$ cat config.mk
export PLATFORM = sky130hd
export DESIGN_NAME = distinct_list_serializer
export DESIGN_NICKNAME = d
export VERILOG_FILES = /design/src/rtl/distinct_list_serializer.sv
export SDC_FILE = /design/constraint.sdc
export NUM_CORES = 1
export LEC_CHECK = 0
export ABC_CLOCK_PERIOD_IN_PS = 1530
export CORE_MARGIN = 4
export CORE_UTILIZATION = 45
export CTS_CLUSTER_DIAMETER = 50
export CTS_CLUSTER_SIZE = 25
export DETAILED_ROUTE_END_ITERATION = 6
export PLACE_DENSITY_LB_ADDON = 0.12
export SYNTH_ARGS = -nofsm -noshare
export SYNTH_HDL_FRONTEND = slang
export SYNTH_SLANG_ARGS = --single-unit
$ cat constraint.sdc
create_clock -name clk_in -period 1.53 [get_ports clk_in]
set_input_delay 0.2295 -clock clk_in [delete_from_list [all_inputs] [get_ports clk_in]]
set_output_delay 0.2295 -clock clk_in [all_outputs]
set_load 0.02 [all_outputs]
$ cat src/rtl/distinct_list_serializer.sv
// Snapshots the 4-entry "last distinct values" list on request and streams the
// valid prefix of that list, one entry per beat, over a valid/ready master port.
module distinct_list_serializer #(
  parameter int DATA_W = 8
) (
  input  logic              clk_in,
  input  logic              reset_in,
  input  logic [DATA_W-1:0] list_0,
  input  logic [DATA_W-1:0] list_1,
  input  logic [DATA_W-1:0] list_2,
  input  logic [DATA_W-1:0] list_3,
  input  logic              list_valid_0,
  input  logic              list_valid_1,
  input  logic              list_valid_2,
  input  logic              list_valid_3,
  input  logic              req_in,
  input  logic              order_in,
  output logic [DATA_W-1:0] m_data_out,
  output logic [1:0]        m_idx_out,
  output logic              m_last_out,
  output logic              m_valid_out,
  input  logic              m_ready_in,
  output logic              busy_out,
  output logic              done_out,
  output logic              empty_out
);

  typedef enum logic {
    IDLE,
    SEND
  } state_t;

  state_t            state;
  logic [DATA_W-1:0] snap [4];
  logic [2:0]        cnt_q;
  logic              order_q;

  logic [2:0]        req_cnt;
  logic [2:0]        req_cnt_m1;
  logic [1:0]        first_idx;
  logic [DATA_W-1:0] first_data;
  logic              first_last;
  logic [2:0]        cnt_m1;
  logic [1:0]        end_idx;
  logic [1:0]        next_idx;
  logic              next_last;

  // NOTE: every always_comb output gets a default first so no path leaves it unassigned (no latch).
  always_comb begin
    req_cnt = 3'd0;
    if (list_valid_0) begin
      req_cnt = 3'd1;
      if (list_valid_1) begin
        req_cnt = 3'd2;
        if (list_valid_2) begin
          req_cnt = 3'd3;
          if (list_valid_3) req_cnt = 3'd4;
        end
      end
    end

    req_cnt_m1 = req_cnt - 3'd1;
    first_idx  = order_in ? req_cnt_m1[1:0] : 2'd0;
    first_last = (req_cnt == 3'd1);

    first_data = list_0;
    case (first_idx)
      2'd0:    first_data = list_0;
      2'd1:    first_data = list_1;
      2'd2:    first_data = list_2;
      default: first_data = list_3;
    endcase

    // Walk direction and terminal index come from the captured order, not the live input.
    cnt_m1    = cnt_q - 3'd1;
    end_idx   = order_q ? 2'd0 : cnt_m1[1:0];
    next_idx  = order_q ? (m_idx_out - 2'd1) : (m_idx_out + 2'd1);
    next_last = (next_idx == end_idx);
  end

  // NOTE: sequential state uses non-blocking assignments only, so every register sees pre-edge values.
  always_ff @(posedge clk_in or posedge reset_in) begin
    if (reset_in) begin
      state       <= IDLE;
      cnt_q       <= 3'd0;
      order_q     <= 1'b0;
      m_data_out  <= '0;
      m_idx_out   <= 2'd0;
      m_last_out  <= 1'b0;
      m_valid_out <= 1'b0;
      busy_out    <= 1'b0;
      done_out    <= 1'b0;
      empty_out   <= 1'b0;
      // NOTE: the snapshot is small and must read as cleared after reset, so it is reset like any register.
      for (int i = 0; i < 4; i++) snap[i] <= '0;
    end else begin
      done_out  <= 1'b0;
      empty_out <= 1'b0;
      case (state)
        IDLE: begin
          if (req_in) begin
            if (req_cnt != 3'd0) begin
              snap[0]     <= list_0;
              snap[1]     <= list_1;
              snap[2]     <= list_2;
              snap[3]     <= list_3;
              order_q     <= order_in;
              cnt_q       <= req_cnt;
              state       <= SEND;
              busy_out    <= 1'b1;
              m_valid_out <= 1'b1;
              m_data_out  <= first_data;
              m_idx_out   <= first_idx;
              m_last_out  <= first_last;
            end else begin
              done_out  <= 1'b1;
              empty_out <= 1'b1;
            end
          end
        end
        SEND: begin
          // m_valid_out is always high in SEND, so ready alone completes the handshake.
          if (m_ready_in) begin
            if (m_last_out) begin
              state       <= IDLE;
              busy_out    <= 1'b0;
              done_out    <= 1'b1;
              m_valid_out <= 1'b0;
              m_data_out  <= '0;
              m_idx_out   <= 2'd0;
              m_last_out  <= 1'b0;
            end else begin
              m_idx_out  <= next_idx;
              m_data_out <= snap[next_idx];
              m_last_out <= next_last;
            end
          end
        end
        default: state <= IDLE;
      endcase
    end
  end

endmodule

Word-level counts from Yosys, hierarchy flattened

Cells that the tools add are included.

Bits in registers: 50
Bits in latches: 0
RAM bits: 0
Memory bits (read-only): 0
Output and inout bits: 15
Memories kept: 0

Add/subtract/negate cells: 4
$mul: 0
Divide/modulo/power cells: 0
$lt $le $gt $ge: 1
Equal/unequal tests: 8
Shift operators: 0
Muxes and demuxes: 42
Bitwise logic cells: 2
Reductions and logical operators: 5

Operators with widths:

| operator                                            | number |
|---|---|
| 2-to-1 mux 8 bit                                    | 6 |
| one-hot mux 8 bit (3 select lines)                  | 1 |
| 2-to-1 mux 1 bit                                    | 17 |
| binary-select mux 8 bit (select 2 bit)              | 1 |
| one-hot mux 8 bit (2 select lines)                  | 1 |
| 2-to-1 mux 2 bit                                    | 7 |
| 2-to-1 mux 3 bit                                    | 4 |
| inequality test 2 bit, second input constant        | 4 |
| one-hot mux 1 bit (2 select lines)                  | 4 |
| AND reduction 3 bit                                 | 2 |
| subtractor 2 x 1 -> 2 bit, second input constant    | 3 |
| one-hot mux 2 bit (2 select lines)                  | 1 |
| AND reduction 4 bit                                 | 1 |
| equality test 3 x 1 -> 1 bit, second input constant | 1 |
| >= comparator 3 bit, second input constant          | 1 |
| NOT 2 -> 3 bit                                      | 1 |
| nonzero test 3 bit                                  | 1 |
| adder 2 x 1 -> 2 bit, second input constant         | 1 |
| equality test 2 x 1 -> 1 bit, second input constant | 1 |
| equality test 2 bit                                 | 1 |
| equality test 2 bit, second input constant          | 1 |
| logical NOT 2 bit                                   | 1 |
| NOT 1 bit                                           | 1 |

Depth between registers and ports, before layout

Depth after elaboration: 11
Depth in mapped cells: 9

Worst setup path before layout

No wires, ideal clock.

Path type: input to register
Start point: in list_valid_2
End point: reg m_data_out[0]
Library setup time: 0.077 ns
Data arrival time: 1.834 ns
Required time: 1.453 ns
Path slack: -0.381 ns
Stages: 9
Buffers on the path: 1
Cells stage by stage: nor2b_1 o21ai_4 ha_1 clkbuf_1 nor2b_1 a31oi_1 o22a_1 nor2_1 o21ai_1

Longest elaborated chain between the ends: 10

RTL lines:

| element                                           | RTL line | text |
|---|---|---|
| start, declared                                   | 14       | `input logic list_valid_2,` |
| 2-to-1 mux 3 bit (*)                              | 55       | `if (list_valid_2) begin` |
| 2-to-1 mux 3 bit (*)                              | 53       | `if (list_valid_1) begin` |
| 2-to-1 mux 3 bit (*)                              | 51       | `if (list_valid_0) begin` |
| subtractor 2 x 1 -> 2 bit                         | 62       | `req_cnt_m1 = req_cnt - 3'd1;` |
| 2-to-1 mux 2 bit                                  | 63       | `first_idx = order_in ? req_cnt_m1[1:0] : 2'd0;` |
| equality test 2 bit, or another cell as far along | 67       | `case (first_idx)` |
| one-hot mux 8 bit (3 select lines)                | 67       |  |
| 2-to-1 mux 8 bit                                  | 102      | `if (req_cnt != 3'd0) begin` |
| 2-to-1 mux 8 bit                                  | 101      | `if (req_in) begin` |
| one-hot mux 8 bit (2 select lines)                | 99       | `case (state)` |
| end signal, assigned                              | 112      | `m_data_out <= first_data;` |
| end signal, assigned                              | 134      | `m_data_out <= snap[next_idx];` |
| end, declared                                     | 18       | `output logic [DATA_W-1:0] m_data_out,` |

Every way passes the cells marked *; elsewhere a longest branch is shown, timed or not. The select of a mux whose other input is x is not followed.
A chain may end at the register's enable or synchronous reset.

Final worst setup path

Start point: reg order_q
End point: reg m_idx_out[1]

Longest elaborated chain between the ends: 4

RTL lines:

| element                            | RTL line | text |
|---|---|---|
| start, declared                    | 36       | `logic order_q;` |
| start signal, assigned             | 107      | `order_q <= order_in;` |
| 2-to-1 mux 2 bit                   | 77       | `next_idx = order_q ? (m_idx_out - 2'd1) : (m_idx_out + 2'd1);` |
| 2-to-1 mux 2 bit                   | 124      | `if (m_last_out) begin` |
| 2-to-1 mux 2 bit                   | 123      | `if (m_ready_in) begin` |
| one-hot mux 2 bit (2 select lines) | 99       |  |
| end signal, assigned               | 113      | `m_idx_out <= first_idx;` |
| end signal, assigned               | 133      | `m_idx_out <= next_idx;` |
| end, declared                      | 19       | `output logic [1:0] m_idx_out,` |

Every way passes these cells. The select of a mux whose other input is x is not followed.

==> summary.md <==
| Metric | Value |
|---|---|
| Setup crit end kind | `flop` |
| Die ar. | `0.006911 mm^2` |
| Beginning of the critical path | `order_q` |
| Fill cell count | `409` |
| Post-synthesis mux area share | `22.22%` |
| Net Sw Frac | `34.82%` |
| Worst Tran Pin Value | `0.3841 ns` |
| Simple-Gate Fraction of Synth Area | `6.897%` |
| Worst-case hold slack | `0.2780 ns` |
| HP Class | `in2async` |
| Die width | `83.13 um` |
| Antenna Nets Post-Route | `0` |
| Post-synth top area share | `49.26%` |
| Compound-cell area share of the yosys netlist | `15.17%` |
| Mapped Cells | `218` |
| Skew final | `0.004163 ns` |
| Util after Layout | `71.19%` |
| Post-layout min period | `1.554 ns` |
| GRT Total Usage | `20.61%` |
| Psw | `2.350 mW` |
| Worst Path Required | `1.72 ns` |
| Die H | `83.13 um` |
| Initial drt markers | `78` |
| Root Buffer | `clkbuf_8` |
| Clock share of power | `11.1%` |
| VDD IR max | `1346 uV` |
| Footprint of the multi-input gates | `0.001438 mm^2` |
| Power Dens Cells | `1722 mW/mm^2` |
| CTS tree | `built` |
| Max Cap Viol | `0` |
| Post-synthesis register bit count | `50` |
| CP startpoint kind | `flop` |
| Worst Path Max Fanout | `17` |
| Arr. time, crit path | `1.75 ns` |
| Largest net degree at the start of global routing | `51` |
| Cts-stage hold buffer count | `0` |
| Post-Synth Adder-Cell Area | `0.9852%` |
| Residual DRC | `0` |
| Logic gate share of total power | `52.7%` |
| Placer Congestion | `0.7781` |
| Row count | `27` |
| Seq/Total Area, Yosys | `49.26%` |
| Initial Util | `46.13%` |
| CTS clk-pin slew, worst paths | `0.09 ns` |
| Endpoints failing setup | `7` |
| Sink Count | `50` |
| Post-synth top flop | `dfrtp_1` |
| Port Buffer Count | `55` |
| Vias post-DR | `2098` |
| CTS H-tree depth | `2` |
| WS Path Type | `reg2reg` |
| First-pass GRT wire length | `11380 um` |
| Synth Area in XOR/XNOR | `1.773%` |
| Via/cell ratio | `5.407` |
| First-pass iteration count of the detailed router | `4` |
| Failing checks | `setup timing` |
| Grt total ovfl | `0` |
| Mapped Avg Cell Area | `11.65 um^2` |
| I/O pin count | `56` |
| CTS Buffer Depth | `2` |
| Largest family of logic cells by synthesized area | `multiplexers` |
| Core Region | `0.005507 mm^2` |
| RSZ-0062 raised after global routing | `true` |
| Synth Cell Area | `0.002540 mm^2` |
| Share of cells above drive strength 1 | `37.34%` |
| Area grow syn2layout | `54.33%` |
| R2R Path Start | `order_q` |
| Setup ws final | `-0.02394 ns` |
| Routed length per instance | `17.75 um` |
| FFs w/ async S/R, synth | `100.0%` |
| Synthesized net count | `261` |
| Slew margin rel. | `74.39%` |
| Peak Freq | `0.6435 GHz` |
| EDFF count, synth | `0` |
| Post-synth cell types | `36` |
| TritonCTS Buffers | `5` |
| Ys Warns | `0` |
| Vias in the first global route | `2131` |
| Status | `finished, violations left` |
| Most common cell after layout, fill and taps aside | `dfrtp_1` |
| Tcrit/Tclk final | `101.6%` |
| Initial antenna violation count | `0` |
| Leak pwr | `1.790 nW` |
| Sequential Power Share | `36.2%` |
| Nets@finish | `358` |
| Final count of hold timing violations | `0` |
| Detail Placement HPWL | `4622 um` |
| Clk Latency, worst-skew pair | `0.30 ns` |
| Most frequent cells in the layout | `dfrtp_1 (46), clkdlybuf4s50_1 (38), buf_4 (37), mux2_4 (32), mux2i_1 (16)` |
| Antenna diode count | `0` |
| Internal power | `4.400 mW` |
| Final WL | `6886 um` |
| Area leader, netlist | `dfrtp_1` |
| Max-slew violations | `0` |
| Register Area | `0.001256 mm^2` |
| Synth top area cells | `dfrtp_1 (49%), mux2_2 (15%), mux2i_1 (6.7%), o221ai_1 (2.4%), o22a_1 (2.4%)` |
[layer usage]
metal	vias up	track usage [%]	share of wire, %
li1	996	-	-
met1	1027	27.41	45
met2	63	34.26	49
met3	12	4.365	4.7
met4	0	5.349	1.6
met5	-	0	0
[repair_timing]
action                     CTS  global route
cloned                       2             1
setup buffers                6             7
pin swaps                    6             4
gates resized for setup     55            21
setup endpoints to repair   51            50
[cells by family after synthesis]
logic type	after synthesis
AOI/OAI and AO/OA	57
muxes	52
DFF	50
and+or+nand+nor	37
buffers and inverters	17
xor gates and xnor gates	3
adders and majority gates	2
[critical path, stage by stage (launching register included)]
cell and delay, ns:
dfrtp_2 0.46, xor2_4 0.19, buf_12 0.19, buf_4 0.14, xnor2_2 0.09, o32ai_1 0.08
mux2_1 0.27
[through the flow]
step | worst slack (ns) | TNS [ns] | cells | area (um^2) | power [mW]
floorplan | -0.1678 | -1.318 | 218 | 2649 | 4.415
global placement | -0.6599 | -24.82 | 364 | 3470 | 5.420
detailed placement | -0.6825 | -26.34 | 364 | 3470 | 5.501
CTS | -0.06156 | -0.6198 | 380 | 3807 | 6.611
global route | -0.1002 | -2.124 | 388 | 3920 | 7.169
finish | -0.02394 | -0.05644 | 388 | 3920 | 6.750
[layout make-up]
| cell class | instances | area share (%) |
|---|---|---|
| timing repair buffer | 103 | 26.56 |
| tap | 72 | 2.298 |
| clock buffer | 8 | 2.043 |
| sequential | 50 | 32.05 |
| inverter | 4 | 0.3830 |
| multi-input combinational | 151 | 36.67 |
[Yosys cell counts, types with 2 or more instances]
library cell  number
o22ai_1            9
buf_4              4
xnor2_1            2
nor2b_1            4
or3_1              2
o21ai_0            6
nand3b_1           2
buf_2              3
mux2i_1           17
nand2b_1           2
nand2_1           12
ha_1               2
dfrtp_1           50
nor2_1            11
inv_2              2
a21oi_1           11
clkbuf_1           5
o22a_1             7
a21o_1             2
a31oi_1            2
inv_1              2
o221ai_1           7
mux2_2            34
o21ai_1            8
[state kept, by name, indices dropped and copies added (netlist names)]
register and count:
cnt_q 2, state 1, empty_out 1, done_out 1, m_idx_out 2, m_data_out 8
busy_out 1, snap 32, m_last_out 1, order_q 1
[power groups by stage]
stage | Sequential [mW] | Clock, mW | Combinational [mW]
floorplan | 2.48 | 0 | 1.93
global placement | 2.42 | 0 | 3.00
detailed placement | 2.45 | 0 | 3.06
CTS | 2.43 | 0.773 | 3.41
global route | 2.54 | 0.822 | 3.80
finish | 2.44 | 0.750 | 3.56
[worst paths after layout]
path / endpoint / slack (ns) / cells past startpoint
min in group clk_in: cnt_q[1] / 0.37 / 4
worst max register to register: m_idx_out[1] / -0.02 / 6
worst min register to register: snap[15] / 0.51 / 1
worst min-delay path: snap[29] / 0.28 / 3
worst max-delay path: m_idx_out[1] / -0.02 / 6
max in group asynchronous: state / 1.00 / 3
Note: power is estimated with default switching activity, not from simulation.
